File: config.mk
export PLATFORM = sky130hd
export DESIGN_NAME = dcache_mem_arbiter_flat
export DESIGN_NICKNAME = d
export VERILOG_FILES = /design/src/rtl/dcache_mem_arbiter_if.sv /design/src/rtl/dcache_mem_arbiter.sv /design/src/flat_wrapper.sv
export SDC_FILE = /design/constraint.sdc
export NUM_CORES = 1
export LEC_CHECK = 0
export BUFFER_PORTS_ARGS = -buffer_cell sky130_fd_sc_hd__buf_4
export CAP_MARGIN = 20
export CORE_AREA = 2 2 216 218
export DETAILED_ROUTE_END_ITERATION = 10
export DIE_AREA = 0 0 218 220
export GPL_ROUTABILITY_DRIVEN = 0
export GPL_TIMING_DRIVEN = 0
export PLACE_DENSITY = 0.33
export SYNTH_ARGS = -nofsm -noshare
export SYNTH_HDL_FRONTEND = slang
export SYNTH_SLANG_ARGS = --single-unit
File: constraint.sdc
create_clock -name clk -period 3.4 [get_ports clk]
set_input_delay 0.17 -clock clk [delete_from_list [all_inputs] [get_ports clk]]
set_output_delay 0.17 -clock clk [all_outputs]
set_load 0.005 [all_outputs]
File: src/rtl/dcache_mem_arbiter_if.sv
// Bundle of the store-queue, load-FU and memory-bus signals seen by the
// dcache memory arbiter. The arbiter uses the master modport, since it
// drives the memory bus. The requesters and the memory model use the slave
// modport.
//
// Handshake: a requester raises its enable and holds the address, data and id
// steady until the matching grant pulse (dcachectrl_st_request_sent or
// ld_request_sent[i]) is high in the same cycle. A grant is only issued when
// memory answers the command with a nonzero mem2proc_response. That response
// value is the tag, and the same tag later comes back on mem2proc_tag with the
// load data.
interface dcache_mem_arbiter_if #(
  parameter int LD_ENTRIES = 4,
  parameter int ID_W       = 5,
  parameter int SC_W       = 2
);
  // store queue side
  logic                  sq_mem_en;
  logic [63:0]           sq_mem_addr;
  logic [63:0]           sq_mem_data;
  logic                  dcachectrl_st_request_sent;
  // load FU side
  logic [1:0]            ld_req_en;
  logic [1:0][63:0]      ld_req_addr;
  logic [1:0][ID_W-1:0]  ld_req_id;
  logic [1:0]            ld_request_sent;
  // memory bus
  logic [1:0]            proc2mem_command;
  logic [63:0]           proc2mem_addr;
  logic [63:0]           proc2mem_data;
  logic [3:0]            mem2proc_response;
  logic [63:0]           mem2proc_data;
  logic [3:0]            mem2proc_tag;
  // load completion
  logic                  ld_done_valid;
  logic [ID_W-1:0]       ld_done_id;
  logic [63:0]           ld_done_data;
  logic                  ld_table_full;
  // debug view of registered state
  logic [SC_W-1:0]       dbg_starve_cnt;
  logic [LD_ENTRIES-1:0] dbg_slot_valid;

  modport master (
    input  sq_mem_en, sq_mem_addr, sq_mem_data,
    input  ld_req_en, ld_req_addr, ld_req_id,
    input  mem2proc_response, mem2proc_data, mem2proc_tag,
    output dcachectrl_st_request_sent, ld_request_sent,
    output proc2mem_command, proc2mem_addr, proc2mem_data,
    output ld_done_valid, ld_done_id, ld_done_data, ld_table_full,
    output dbg_starve_cnt, dbg_slot_valid
  );

  modport slave (
    output sq_mem_en, sq_mem_addr, sq_mem_data,
    output ld_req_en, ld_req_addr, ld_req_id,
    output mem2proc_response, mem2proc_data, mem2proc_tag,
    input  dcachectrl_st_request_sent, ld_request_sent,
    input  proc2mem_command, proc2mem_addr, proc2mem_data,
    input  ld_done_valid, ld_done_id, ld_done_data, ld_table_full,
    input  dbg_starve_cnt, dbg_slot_valid
  );
endinterface

File: src/rtl/dcache_mem_arbiter.sv
// Arbiter for the single processor-memory port. It chooses between the
// store-queue writeback and two load FUs, and issues one command per cycle.
// Accepted loads are kept in a small table indexed by memory tag, so the
// returning data can be paired with the requester id. A starvation counter
// forces a waiting store ahead of loads once it has been refused often enough.
module dcache_mem_arbiter #(
  parameter int LD_ENTRIES   = 4,
  parameter int ID_W         = 5,
  parameter int STARVE_LIMIT = 3
) (
  input logic                  clk,
  input logic                  reset,
  dcache_mem_arbiter_if.master bus
);
  localparam int              SC_W      = $clog2(STARVE_LIMIT + 1);
  localparam int              IDX_W     = (LD_ENTRIES > 1) ? $clog2(LD_ENTRIES) : 1;
  localparam logic [SC_W-1:0] SC_MAX    = SC_W'(STARVE_LIMIT);
  localparam logic [1:0]      CMD_NONE  = 2'd0;
  localparam logic [1:0]      CMD_LOAD  = 2'd1;
  localparam logic [1:0]      CMD_STORE = 2'd2;

  // registered state
  logic [LD_ENTRIES-1:0] r_valid;
  logic [3:0]            r_tag [LD_ENTRIES];
  logic [ID_W-1:0]       r_id  [LD_ENTRIES];
  logic [SC_W-1:0]       r_starve;
  logic                  r_done_valid;
  logic [ID_W-1:0]       r_done_id;
  logic [63:0]           r_done_data;

  // combinational
  logic                  w_full;
  logic                  w_load_ok;
  logic                  w_ld_elig;
  logic                  w_sel_st;
  logic                  w_sel_ld0;
  logic                  w_sel_ld1;
  logic [1:0]            w_cmd;
  logic [63:0]           w_addr;
  logic [63:0]           w_data;
  logic                  w_accept;
  logic                  w_st_grant;
  logic [1:0]            w_ld_grant;
  logic                  w_alloc;
  logic [ID_W-1:0]       w_alloc_id;
  logic [IDX_W-1:0]      w_alloc_idx;
  logic                  w_hit;
  logic [IDX_W-1:0]      w_hit_idx;
  logic                  w_unused;

  // The bus is doubleword aligned, so the low address bits are never looked at.
  assign w_unused = ^{bus.sq_mem_addr[2:0], bus.ld_req_addr[0][2:0], bus.ld_req_addr[1][2:0]};

  // Requester selection: a store wins when it is starved or no load can go.
  always_comb begin
    w_full    = &r_valid;
    w_load_ok = ~w_full;
    w_ld_elig = (|bus.ld_req_en) & w_load_ok;
    w_sel_st  = bus.sq_mem_en & ((r_starve == SC_MAX) | ~w_ld_elig);
    w_sel_ld0 = ~w_sel_st & bus.ld_req_en[0] & w_load_ok;
    w_sel_ld1 = ~w_sel_st & ~bus.ld_req_en[0] & bus.ld_req_en[1] & w_load_ok;
  end

  // Bus command drive and same-cycle grants on acceptance.
  always_comb begin
    w_cmd  = CMD_NONE;
    w_addr = 64'd0;
    w_data = 64'd0;
    if (w_sel_st) begin
      w_cmd  = CMD_STORE;
      w_addr = {bus.sq_mem_addr[63:3], 3'b000};
      w_data = bus.sq_mem_data;
    end else if (w_sel_ld0) begin
      w_cmd  = CMD_LOAD;
      w_addr = {bus.ld_req_addr[0][63:3], 3'b000};
    end else if (w_sel_ld1) begin
      w_cmd  = CMD_LOAD;
      w_addr = {bus.ld_req_addr[1][63:3], 3'b000};
    end
    w_accept   = (w_cmd != CMD_NONE) && (bus.mem2proc_response != 4'd0);
    w_st_grant = w_sel_st & w_accept;
    w_ld_grant = {w_sel_ld1 & w_accept, w_sel_ld0 & w_accept};
    w_alloc    = |w_ld_grant;
    w_alloc_id = w_ld_grant[0] ? bus.ld_req_id[0] : bus.ld_req_id[1];
  end

  // Table lookup: the returning tag's slot, and the lowest free slot for allocation.
  always_comb begin
    w_hit       = 1'b0;
    w_hit_idx   = '0;
    w_alloc_idx = '0;
    for (int i = 0; i < LD_ENTRIES; i++) begin
      if (r_valid[i] && (bus.mem2proc_tag != 4'd0) && (r_tag[i] == bus.mem2proc_tag)) begin
        w_hit     = 1'b1;
        w_hit_idx = IDX_W'(i);
      end
    end
    for (int i = LD_ENTRIES - 1; i >= 0; i--) begin
      if (!r_valid[i]) w_alloc_idx = IDX_W'(i);
    end
  end

  // Starvation counter: counts refused cycles of a waiting store, saturating.
  always_ff @(posedge clk or posedge reset) begin
    if (reset) begin
      r_starve <= '0;
    end else if (!bus.sq_mem_en || w_st_grant) begin
      r_starve <= '0;
    end else if (r_starve != SC_MAX) begin
      r_starve <= r_starve + 1'b1;
    end
  end

  // Outstanding-load table. A returning slot is valid, so it never equals the
  // free slot picked in the same cycle, and both updates can apply together.
  always_ff @(posedge clk or posedge reset) begin
    if (reset) begin
      r_valid <= '0;
      for (int i = 0; i < LD_ENTRIES; i++) begin
        r_tag[i] <= '0;
        r_id[i]  <= '0;
      end
    end else begin
      if (w_hit) r_valid[w_hit_idx] <= 1'b0;
      if (w_alloc) begin
        r_valid[w_alloc_idx] <= 1'b1;
        r_tag[w_alloc_idx]   <= bus.mem2proc_response;
        r_id[w_alloc_idx]    <= w_alloc_id;
      end
    end
  end

  // Registered load completion, one cycle after the matching tag.
  always_ff @(posedge clk or posedge reset) begin
    if (reset) begin
      r_done_valid <= 1'b0;
      r_done_id    <= '0;
      r_done_data  <= 64'd0;
    end else begin
      r_done_valid <= w_hit;
      if (w_hit) begin
        r_done_id   <= r_id[w_hit_idx];
        r_done_data <= bus.mem2proc_data;
      end
    end
  end

  assign bus.proc2mem_command           = w_cmd;
  assign bus.proc2mem_addr              = w_addr;
  assign bus.proc2mem_data              = w_data;
  assign bus.dcachectrl_st_request_sent = w_st_grant;
  assign bus.ld_request_sent            = w_ld_grant;
  assign bus.ld_table_full              = w_full;
  assign bus.ld_done_valid              = r_done_valid;
  assign bus.ld_done_id                 = r_done_id;
  assign bus.ld_done_data               = r_done_data;
  assign bus.dbg_starve_cnt             = r_starve;
  assign bus.dbg_slot_valid             = r_valid;
endmodule

File: src/flat_wrapper.sv
// flat-port wrapper written by rule: the top's interface ports become plain ports
module dcache_mem_arbiter_flat 
#(
  parameter int LD_ENTRIES   = 4,
  parameter int ID_W         = 5,
  parameter int STARVE_LIMIT = 3
)
  (clk, reset, bus_sq_mem_en, bus_sq_mem_addr, bus_sq_mem_data, bus_ld_req_en, bus_ld_req_addr, bus_ld_req_id, bus_mem2proc_response, bus_mem2proc_data, bus_mem2proc_tag, bus_dcachectrl_st_request_sent, bus_ld_request_sent, bus_proc2mem_command, bus_proc2mem_addr, bus_proc2mem_data, bus_ld_done_valid, bus_ld_done_id, bus_ld_done_data, bus_ld_table_full, bus_dbg_starve_cnt, bus_dbg_slot_valid);
  dcache_mem_arbiter_if #(.LD_ENTRIES(LD_ENTRIES), .ID_W(ID_W), .SC_W(2)) bus_i ();
  input logic clk;
  input logic reset;
  input wire logic [$bits(bus_i.sq_mem_en)-1:0] bus_sq_mem_en;
  input wire logic [$bits(bus_i.sq_mem_addr)-1:0] bus_sq_mem_addr;
  input wire logic [$bits(bus_i.sq_mem_data)-1:0] bus_sq_mem_data;
  input wire logic [$bits(bus_i.ld_req_en)-1:0] bus_ld_req_en;
  input wire logic [$bits(bus_i.ld_req_addr)-1:0] bus_ld_req_addr;
  input wire logic [$bits(bus_i.ld_req_id)-1:0] bus_ld_req_id;
  input wire logic [$bits(bus_i.mem2proc_response)-1:0] bus_mem2proc_response;
  input wire logic [$bits(bus_i.mem2proc_data)-1:0] bus_mem2proc_data;
  input wire logic [$bits(bus_i.mem2proc_tag)-1:0] bus_mem2proc_tag;
  output wire logic [$bits(bus_i.dcachectrl_st_request_sent)-1:0] bus_dcachectrl_st_request_sent;
  output wire logic [$bits(bus_i.ld_request_sent)-1:0] bus_ld_request_sent;
  output wire logic [$bits(bus_i.proc2mem_command)-1:0] bus_proc2mem_command;
  output wire logic [$bits(bus_i.proc2mem_addr)-1:0] bus_proc2mem_addr;
  output wire logic [$bits(bus_i.proc2mem_data)-1:0] bus_proc2mem_data;
  output wire logic [$bits(bus_i.ld_done_valid)-1:0] bus_ld_done_valid;
  output wire logic [$bits(bus_i.ld_done_id)-1:0] bus_ld_done_id;
  output wire logic [$bits(bus_i.ld_done_data)-1:0] bus_ld_done_data;
  output wire logic [$bits(bus_i.ld_table_full)-1:0] bus_ld_table_full;
  output wire logic [$bits(bus_i.dbg_starve_cnt)-1:0] bus_dbg_starve_cnt;
  output wire logic [$bits(bus_i.dbg_slot_valid)-1:0] bus_dbg_slot_valid;
  assign bus_i.sq_mem_en = bus_sq_mem_en;
  assign bus_i.sq_mem_addr = bus_sq_mem_addr;
  assign bus_i.sq_mem_data = bus_sq_mem_data;
  assign bus_i.ld_req_en = bus_ld_req_en;
  assign bus_i.ld_req_addr = bus_ld_req_addr;
  assign bus_i.ld_req_id = bus_ld_req_id;
  assign bus_i.mem2proc_response = bus_mem2proc_response;
  assign bus_i.mem2proc_data = bus_mem2proc_data;
  assign bus_i.mem2proc_tag = bus_mem2proc_tag;
  assign bus_dcachectrl_st_request_sent = bus_i.dcachectrl_st_request_sent;
  assign bus_ld_request_sent = bus_i.ld_request_sent;
  assign bus_proc2mem_command = bus_i.proc2mem_command;
  assign bus_proc2mem_addr = bus_i.proc2mem_addr;
  assign bus_proc2mem_data = bus_i.proc2mem_data;
  assign bus_ld_done_valid = bus_i.ld_done_valid;
  assign bus_ld_done_id = bus_i.ld_done_id;
  assign bus_ld_done_data = bus_i.ld_done_data;
  assign bus_ld_table_full = bus_i.ld_table_full;
  assign bus_dbg_starve_cnt = bus_i.dbg_starve_cnt;
  assign bus_dbg_slot_valid = bus_i.dbg_slot_valid;
  dcache_mem_arbiter #(.LD_ENTRIES(LD_ENTRIES), .ID_W(ID_W), .STARVE_LIMIT(STARVE_LIMIT)) u_core (.clk(clk), .reset(reset), .bus(bus_i));
endmodule
==> impl_metrics.py, run 1 <==
metrics = {
    "grt": {
        "global_route.usage.total": 0.151,
        "global_route.overflow_total": 0,
        "grt_max_degree": 86,
        "first_global_vias": 7021,
        "antenna_found_initial": 5,
        "grt_first_pass_wirelength_mm": 52.1,
    },
    "critical_path": {
        "cp.arrival_ps": 2890,
        "critPathTopFamily": "compound AO/OA/AOI/OAI gates",
        "reg2reg_setup_slack_ps": 710,
        "worstReg2RegEnd": "u_core.r_id[0]",
        "end_kind": "output pin",
        "r2r_start": "u_core.bus.dbg_slot_valid[0]",
        "critical_path.startpoint_type": "flip-flop",
        "crit_path_cell_trace": "and4_1 > buf_2 > a211oi_2 > clkbuf_1 > a222oi_1 > inv_1 > buf_4",
        "critical_path.max_stage_delay_ps": 690,
        "critical_path_class": "reg2out",
        "critical_path_fanout_max": 10,
        "critical_path.startpoint": "u_core.bus.dbg_slot_valid[0]",
        "crit_path_top_delay_cell": "sky130_fd_sc_hd__a211oi_2",
        "worstRegToRegCells": 7,
        "timing.critical_path.required_ps": 3230,
        "timing.critical_path.buf_inv": 4,
    },
    "detailed_routing": {
        "wire_per_inst_um": 21.6,
        "firstDrtPassIters": 7,
        "detail_route.drc_violations": 0,
        "drtAntennaViolNets": 0,
        "wl_mm": 38.1,
        "dr.first_iter.drc_count": 404,
        "post_drt_via_cell_ratio": 3.92,
        "route.vias.total": 6895,
    },
    "logic_synthesis": {
        "count_of_synthesis_stage_warnings_from_yosys": 0,
        "avgSynthCellArea_um2": 11.1,
        "synth_seq_area_share": 0.433,
        "synth.lib_cells_used.distinct": 55,
        "post-synth-top-count-cell": "sky130_fd_sc_hd__dfrtp_1",
        "synth-edff-count": 0,
        "synth_largest_area_cell": "sky130_fd_sc_hd__dfrtp_1",
        "synthTopCellsByCount": "112 x sky130_fd_sc_hd__dfrtp_1, 67 x sky130_fd_sc_hd__inv_1, 66 x sky130_fd_sc_hd__and2_1",
        "ys_async_sr_fraction": 1.00,
        "synthesized_netlist_cell_count": 585,
        "yosys_register_bits": 112,
        "portion_of_synthesized_cell_area_occupied_by_the_leading_cell_type": 0.433,
        "mappedNetlistArea_um2": 6470,
        "ys_top_cells_by_area": "sky130_fd_sc_hd__dfrtp_1 43%, sky130_fd_sc_hd__mux2_4 11%, sky130_fd_sc_hd__a222oi_1 9.4%, sky130_fd_sc_hd__and2_1 6.4%, sky130_fd_sc_hd__mux2_2 5.4%",
        "ys.flop_type": "sky130_fd_sc_hd__dfrtp_1",
    },
    "clock_network": {
        "post_cts.repair.setup_buffers": 0,
        "clock_tree.htree_level_count": 3,
        "clock_sink_count": 112,
        "clk_transition_reported_paths_ps": 90,
        "insertion_delay_ps": 380,
        "library_cell_used_as_clock_root_buffer": "sky130_fd_sc_hd__clkbuf_16",
        "clockBufferDepth": 2,
        "cts_tree": "yes",
        "numCtsBuffers": 9,
    },
    "power": {
        "p_leak_nw": 6.01,
        "clock_power_share": 0.123,
        "power-per-cell-area_nw_per_um2": 766,
        "cell_internal_pwr_mw": 5.66,
        "switching_power_mw": 3.29,
        "seq_power_share": 0.275,
        "comb_power_share": 0.602,
        "vdd_drop_max_mv": 0.363,
        "power_switching_share": 0.367,
    },
    "layout": {
        "final_net_count": 1489,
        "fillers": 5046,
        "syn_to_final_growth_pct": 80.7,
        "stdcell_area_um2": 11700,
        "layout_cells_sized_above_1": 0.584,
    },
    "floorplan": {
        "die_y_um": 220,
        "die_w_um": 218,
        "initial_utilization": 0.141,
        "std_cell_rows": 79,
        "design.die.area_um2": 48000,
        "pin_count": 553,
        "core_area_um2": 45900,
    },
    "sta": {
        "timing.fmax_mhz": 327,
        "finalWorstPathRequiredPeriod_ps": 3060,
        "finalClockSkew_ps": 12.8,
        "min_period_over_period": 0.901,
        "finalSetupViolations": 0,
        "rsz_0062_raised_after_global_routing": "false",
        "finalSetupTns_ps": 0,
        "max_transition_viols_final": 0,
        "worst_pin_slew_ps": 864,
        "relative_slew_margins": 0.420,
        "finalHoldViolations": 0,
    },
    "min_path": {
        "hp-class": "in2reg",
        "hold_path_end": "u_core.bus.ld_done_data[38]",
        "critical_hold_path_startpoint": "bus_mem2proc_data[38]",
        "hold_path_depth": 2,
    },
    "outcome": {
        "outcome": "complete, no violations",
    },
    "flow_run": {
        "number_of_maximum_capacitance_violations": 0,
    },
    "placed_design": {
        "detailed_place_hpwl_mm": 32.3,
        "total_cell_area_at_the_placement_stage_um2": 11300,
        "port_buffers": 536,
    },
}
[cell usage in the layout, fill, tap and decap left out, types with 2 or more instances in the layout]
master and count:
sky130_fd_sc_hd__buf_4 541, sky130_fd_sc_hd__dfrtp_1 112, sky130_fd_sc_hd__inv_1 66, sky130_fd_sc_hd__and2_1 66, sky130_fd_sc_hd__a222oi_1 61, sky130_fd_sc_hd__mux2_4 49, sky130_fd_sc_hd__mux2_2 31, sky130_fd_sc_hd__clkbuf_1 30
sky130_fd_sc_hd__nor2_1 25, sky130_fd_sc_hd__a21oi_1 16, sky130_fd_sc_hd__nand2_1 11, sky130_fd_sc_hd__xnor2_1 10, sky130_fd_sc_hd__buf_2 9, sky130_fd_sc_hd__clkbuf_16 9, sky130_fd_sc_hd__dlygate4sd3_1 9, sky130_fd_sc_hd__o21ai_0 8
sky130_fd_sc_hd__mux2i_1 6, sky130_fd_sc_hd__or2_2 5, sky130_fd_sc_hd__o21ai_1 5, sky130_fd_sc_hd__buf_12 5, sky130_fd_sc_hd__nand3_1 5, sky130_fd_sc_hd__buf_6 4, sky130_fd_sc_hd__nor3_1 4, sky130_fd_sc_hd__xor2_1 4
sky130_fd_sc_hd__and3_1 4, sky130_fd_sc_hd__diode_2 3, sky130_fd_sc_hd__nand4_1 3, sky130_fd_sc_hd__nand2b_1 3, sky130_fd_sc_hd__a22oi_1 3, sky130_fd_sc_hd__o31ai_1 3, sky130_fd_sc_hd__conb_1 3, sky130_fd_sc_hd__and4_1 2
sky130_fd_sc_hd__nor4_1 2, sky130_fd_sc_hd__nor2b_1 2, sky130_fd_sc_hd__o21bai_1 2, sky130_fd_sc_hd__inv_6 2, sky130_fd_sc_hd__clkinvlp_4 2, sky130_fd_sc_hd__clkinv_4 2
[final cells by class]
class / count / area [um^2] / area share
buffer: 52 / 335 / 0.0287
clock inverter: 6 / 52.6 / 0.00450
inverter: 68 / 260 / 0.0223
multi-input combinational: 355 / 3080 / 0.264
clock buffer: 10 / 239 / 0.0204
sequential: 112 / 2800 / 0.240
antenna: 3 / 7.51 / 0.000642
timing repair buffer: 547 / 4150 / 0.355
tap: 607 / 759 / 0.0650
[per-layer routing]
layer  share of wire  vias to the layer above  GRT usage
met3           0.097                       30     0.0518
met1            0.39                     3293      0.177
li1                -                     3215          -
met5         0.00060                        -          0
met2            0.49                      353      0.254
met4           0.024                        4     0.0558
[worst max path at each step]
stage / to / slack (ps) / cells past startpoint
after global routing: bus_proc2mem_addr[8] / 90 / 7
after detailed placement: u_core.r_id[0] / 620 / 7
final: bus_proc2mem_addr[8] / 340 / 7
after global placement: u_core.bus.dbg_starve_cnt[1] / -1760 / 2
after floorplan: u_core.bus.dbg_slot_valid[0] / 270 / 1
after CTS: bus_proc2mem_addr[8] / 220 / 7
[power groups by stage]
stage / sequential (mW) / clock [mW] / combinational [mW]
after global placement: 2.48 / 0 / 5.50
after floorplan: 2.42 / 0 / 2.89
after global routing: 2.56 / 1.22 / 5.85
after CTS: 2.47 / 1.17 / 5.52
final: 2.46 / 1.10 / 5.39
after detailed placement: 2.46 / 0 / 5.52
[per-stage QoR]
stage | instances | util | setup WS, ps | power (mW) | hold WS (ps)
after floorplan | 587 | - | 271 | 5.31 | 319
after detailed placement | 1732 | 0.246 | 615 | 7.98 | 165
after CTS | 1757 | 0.255 | 220 | 9.16 | 0.132
after global placement | 1730 | 0.245 | -1760 | 7.98 | 401
final | 1760 | 0.255 | 338 | 8.95 | 15.5
after global routing | 1760 | 0.255 | 90.6 | 9.63 | 2.37
[worst reg2reg max path: cells and delay by family (launching register included)]
family | cells | cell delay, ps
AOI/OAI and AO/OA | 2 | 830
muxes | 1 | 500
DFF | 1 | 480
buffers and inverters | 2 | 390
and+or+nand+nor | 2 | 360
[state kept, by name, summed over array words and instances, names as in the netlist]
name / cells
u_core.r_id: 20
u_core.bus.ld_done_valid: 1
u_core.bus.ld_done_data: 64
u_core.r_tag: 16
u_core.bus.dbg_slot_valid: 4
u_core.bus.ld_done_id: 5
u_core.bus.dbg_starve_cnt: 2
[cell families after synthesis]
family	Yosys count	synth area share
AOI/OAI and AO/OA	111	0.149
xor gates and xnor gates	14	0.0190
adders and majority gates	1	0.00193
buffers and inverters	120	0.0913
DFF	112	0.433
muxes	86	0.177
other	1	0.000580
and+or+nand+nor	140	0.128
[what timing repair did]
| item | CTS | global route |
|---|---|---|
| hold buffers | 9 | 0 |
| hold endpoints to repair | 35 | 0 |
| resized for setup | 0 | 0 |
No activity file was read; power rests on OpenSTA's default activity.
==> run 2, diff against run 1 <==
CORE_AREA = 3 3 211 213   (was 2 2 216 218)
DIE_AREA = 0 0 214 216   (was 0 0 218 220)
PLACE_DENSITY = 0.35   (was 0.33)
==> run 2 against run 1 <==
Compared with the run above: maximum frequency is 0.45% lower; sequential cell count stayed put; via count is 0.81% lower; critical path depth stayed put; final cell count is 1.6% lower; wire length is 4.5% lower; first-iteration DRC count is 36% higher; largest cell class unchanged; die area is 3.6% lower; utilization is 1.5 points higher; non-clock buffer count is 8 lower; hold slack better by 23 ps.
==> impl_metrics.py, run 2 (synthesis results as in run 1) <==
metrics = {
    "sta": {
        "worst_pin_slew_ps": 852,
        "finalSetupViolations": 0,
        "finalWorstPathRequiredPeriod_ps": 3080,
        "rsz_0062_raised_after_global_routing": "false",
        "finalHoldViolations": 0,
        "min_period_over_period": 0.905,
        "timing.fmax_mhz": 325,
        "finalClockSkew_ps": 15.0,
        "max_transition_viols_final": 0,
        "relative_slew_margins": 0.431,
        "layout_setup_ws_ps": 324,
        "finalSetupTns_ps": 0,
    },
    "min_path": {
        "critical_hold_path_startpoint": "bus_mem2proc_data[40]",
        "hold_path_depth": 2,
        "hp-class": "in2reg",
        "hold_path_end": "u_core.bus.ld_done_data[40]",
    },
    "detailed_routing": {
        "drtAntennaViolNets": 0,
        "dr.first_iter.drc_count": 551,
        "wl_mm": 36.4,
        "firstDrtPassIters": 8,
        "detail_route.drc_violations": 0,
        "wire_per_inst_um": 21.0,
        "route.vias.total": 6839,
        "post_drt_via_cell_ratio": 3.95,
    },
    "placed_design": {
        "detailed_place_hpwl_mm": 30.7,
        "port_buffers": 536,
        "dp_worst_setup_slack_ps": 655,
        "total_cell_area_at_the_placement_stage_um2": 11300,
        "placedCellCount": 1710,
    },
    "outcome": {
        "outcome": "complete, no violations",
    },
    "clock_network": {
        "insertion_delay_ps": 360,
        "clockBufferDepth": 2,
        "clk_transition_reported_paths_ps": 80,
        "cts_hold_buffers": 1,
        "clock_sink_count": 112,
        "numCtsBuffers": 9,
        "post_cts.resized_instances": 0,
        "clock_tree.htree_level_count": 3,
        "library_cell_used_as_clock_root_buffer": "sky130_fd_sc_hd__clkbuf_16",
        "post_cts.repair.setup_buffers": 0,
        "cts_tree": "yes",
    },
    "critical_path": {
        "critical_path_class": "reg2out",
        "end_kind": "output pin",
        "reg2reg_setup_slack_ps": 730,
        "critical_path.startpoint_type": "flip-flop",
        "r2r_start": "u_core.bus.dbg_slot_valid[0]",
        "critical_path_fanout_max": 10,
        "timing.critical_path.required_ps": 3230,
        "worstRegToRegCells": 7,
        "cp.arrival_ps": 2910,
        "worstReg2RegEnd": "u_core.r_id[17]",
    },
    "layout": {
        "layoutNonFillerInstCount": 1731,
        "largest_register_ff_count": 64,
        "mostFrequentLayoutCell": "sky130_fd_sc_hd__buf_4",
        "final_net_count": 1481,
        "finish.utilization": 0.270,
        "layout_cells_sized_above_1": 0.587,
        "most_used_cells_in_the_layout_excluding_fill_and_tap_cells": "541 x sky130_fd_sc_hd__buf_4, 112 x sky130_fd_sc_hd__dfrtp_1, 66 x sky130_fd_sc_hd__inv_1, 66 x sky130_fd_sc_hd__and2_1, 61 x sky130_fd_sc_hd__a222oi_1",
        "syn_to_final_growth_pct": 79.1,
        "stdcell_area_um2": 11600,
    },
    "power": {
        "vdd_drop_max_mv": 0.357,
        "p_leak_nw": 5.99,
        "power-per-cell-area_nw_per_um2": 768,
    },
    "floorplan": {
        "initial_utilization": 0.151,
        "die_y_um": 216,
        "design.die.area_um2": 46200,
        "std_cell_rows": 76,
        "pin_count": 553,
        "die_w_um": 214,
        "core_area_um2": 42900,
    },
    "grt": {
        "grt_max_degree": 62,
        "antenna_found_initial": 5,
        "first_global_vias": 7175,
        "global_route.overflow_total": 0,
        "grt_first_pass_wirelength_mm": 52.2,
        "global_route.usage.total": 0.151,
    },
    "flow_run": {
        "number_of_maximum_capacitance_violations": 0,
    },
}
==> run 2: metrics by stage <==
| stage | total power, mW | hold slack, ps |
|---|---|---|
| 2_1_floorplan | 5.31 | 319 |
| 3_3_place_gp | 7.89 | 402 |
| 3_5_place_dp | 7.90 | 311 |
| 4_1_cts | 9.09 | 9.58 |
| 5_1_grt | 9.59 | 18.6 |
| 6_report | 8.90 | 38.1 |
==> run 2: layout make-up <==
class | instances | area, um^2
Tap cell | 585 | 732
Inverter | 68 | 260
Multi-Input combinational cell | 355 | 3080
Sequential cell | 112 | 2800
Antenna cell | 5 | 12.5
Clock buffer | 11 | 243
Fill cell | 4637 | 31300
Clock inverter | 4 | 52.6
Timing Repair Buffer | 539 | 4070
Buffer | 52 | 335
==> run 2: where the power goes <==
group,internal [mW],total [mW],switching [mW]
logic,3.10,5.33,2.23
registers,2.03,2.45,0.426
clock network,0.594,1.11,0.520
==> run 2: critical path, stage by stage, from the launching register on <==
cell and delay [ps]:
sky130_fd_sc_hd__dfrtp_1 480, sky130_fd_sc_hd__and4_1 250, sky130_fd_sc_hd__buf_2 150, sky130_fd_sc_hd__a211oi_2 720, sky130_fd_sc_hd__clkbuf_1 490, sky130_fd_sc_hd__a222oi_1 240
sky130_fd_sc_hd__inv_1 100, sky130_fd_sc_hd__buf_4 120
==> run 2: worst max path at each step <==
| stage | slack (ps) | start | cells after the start | end |
|---|---|---|---|---|
| after global routing | 100 | u_core.bus.dbg_starve_cnt[0] | 8 | bus_proc2mem_data[9] |
| after floorplan | 270 | reset | 1 | u_core.bus.dbg_slot_valid[0] |
| after global placement | -1750 | reset | 2 | u_core.r_tag[11] |
| after detailed placement | 650 | u_core.bus.dbg_starve_cnt[0] | 7 | u_core.r_id[17] |
| after CTS | 280 | u_core.bus.dbg_starve_cnt[0] | 7 | bus_proc2mem_addr[28] |
| final | 320 | u_core.bus.dbg_slot_valid[0] | 7 | bus_proc2mem_addr[28] |
==> run 2: metal layers <==
metal / vias up / global-route usage / part of all wire
met2: 359 / 0.254 / 0.48
met1: 3258 / 0.182 / 0.40
met3: 19 / 0.0604 / 0.099
met5: - / 0 / 0
li1: 3203 / - / -
met4: 0 / 0.0357 / 0.014
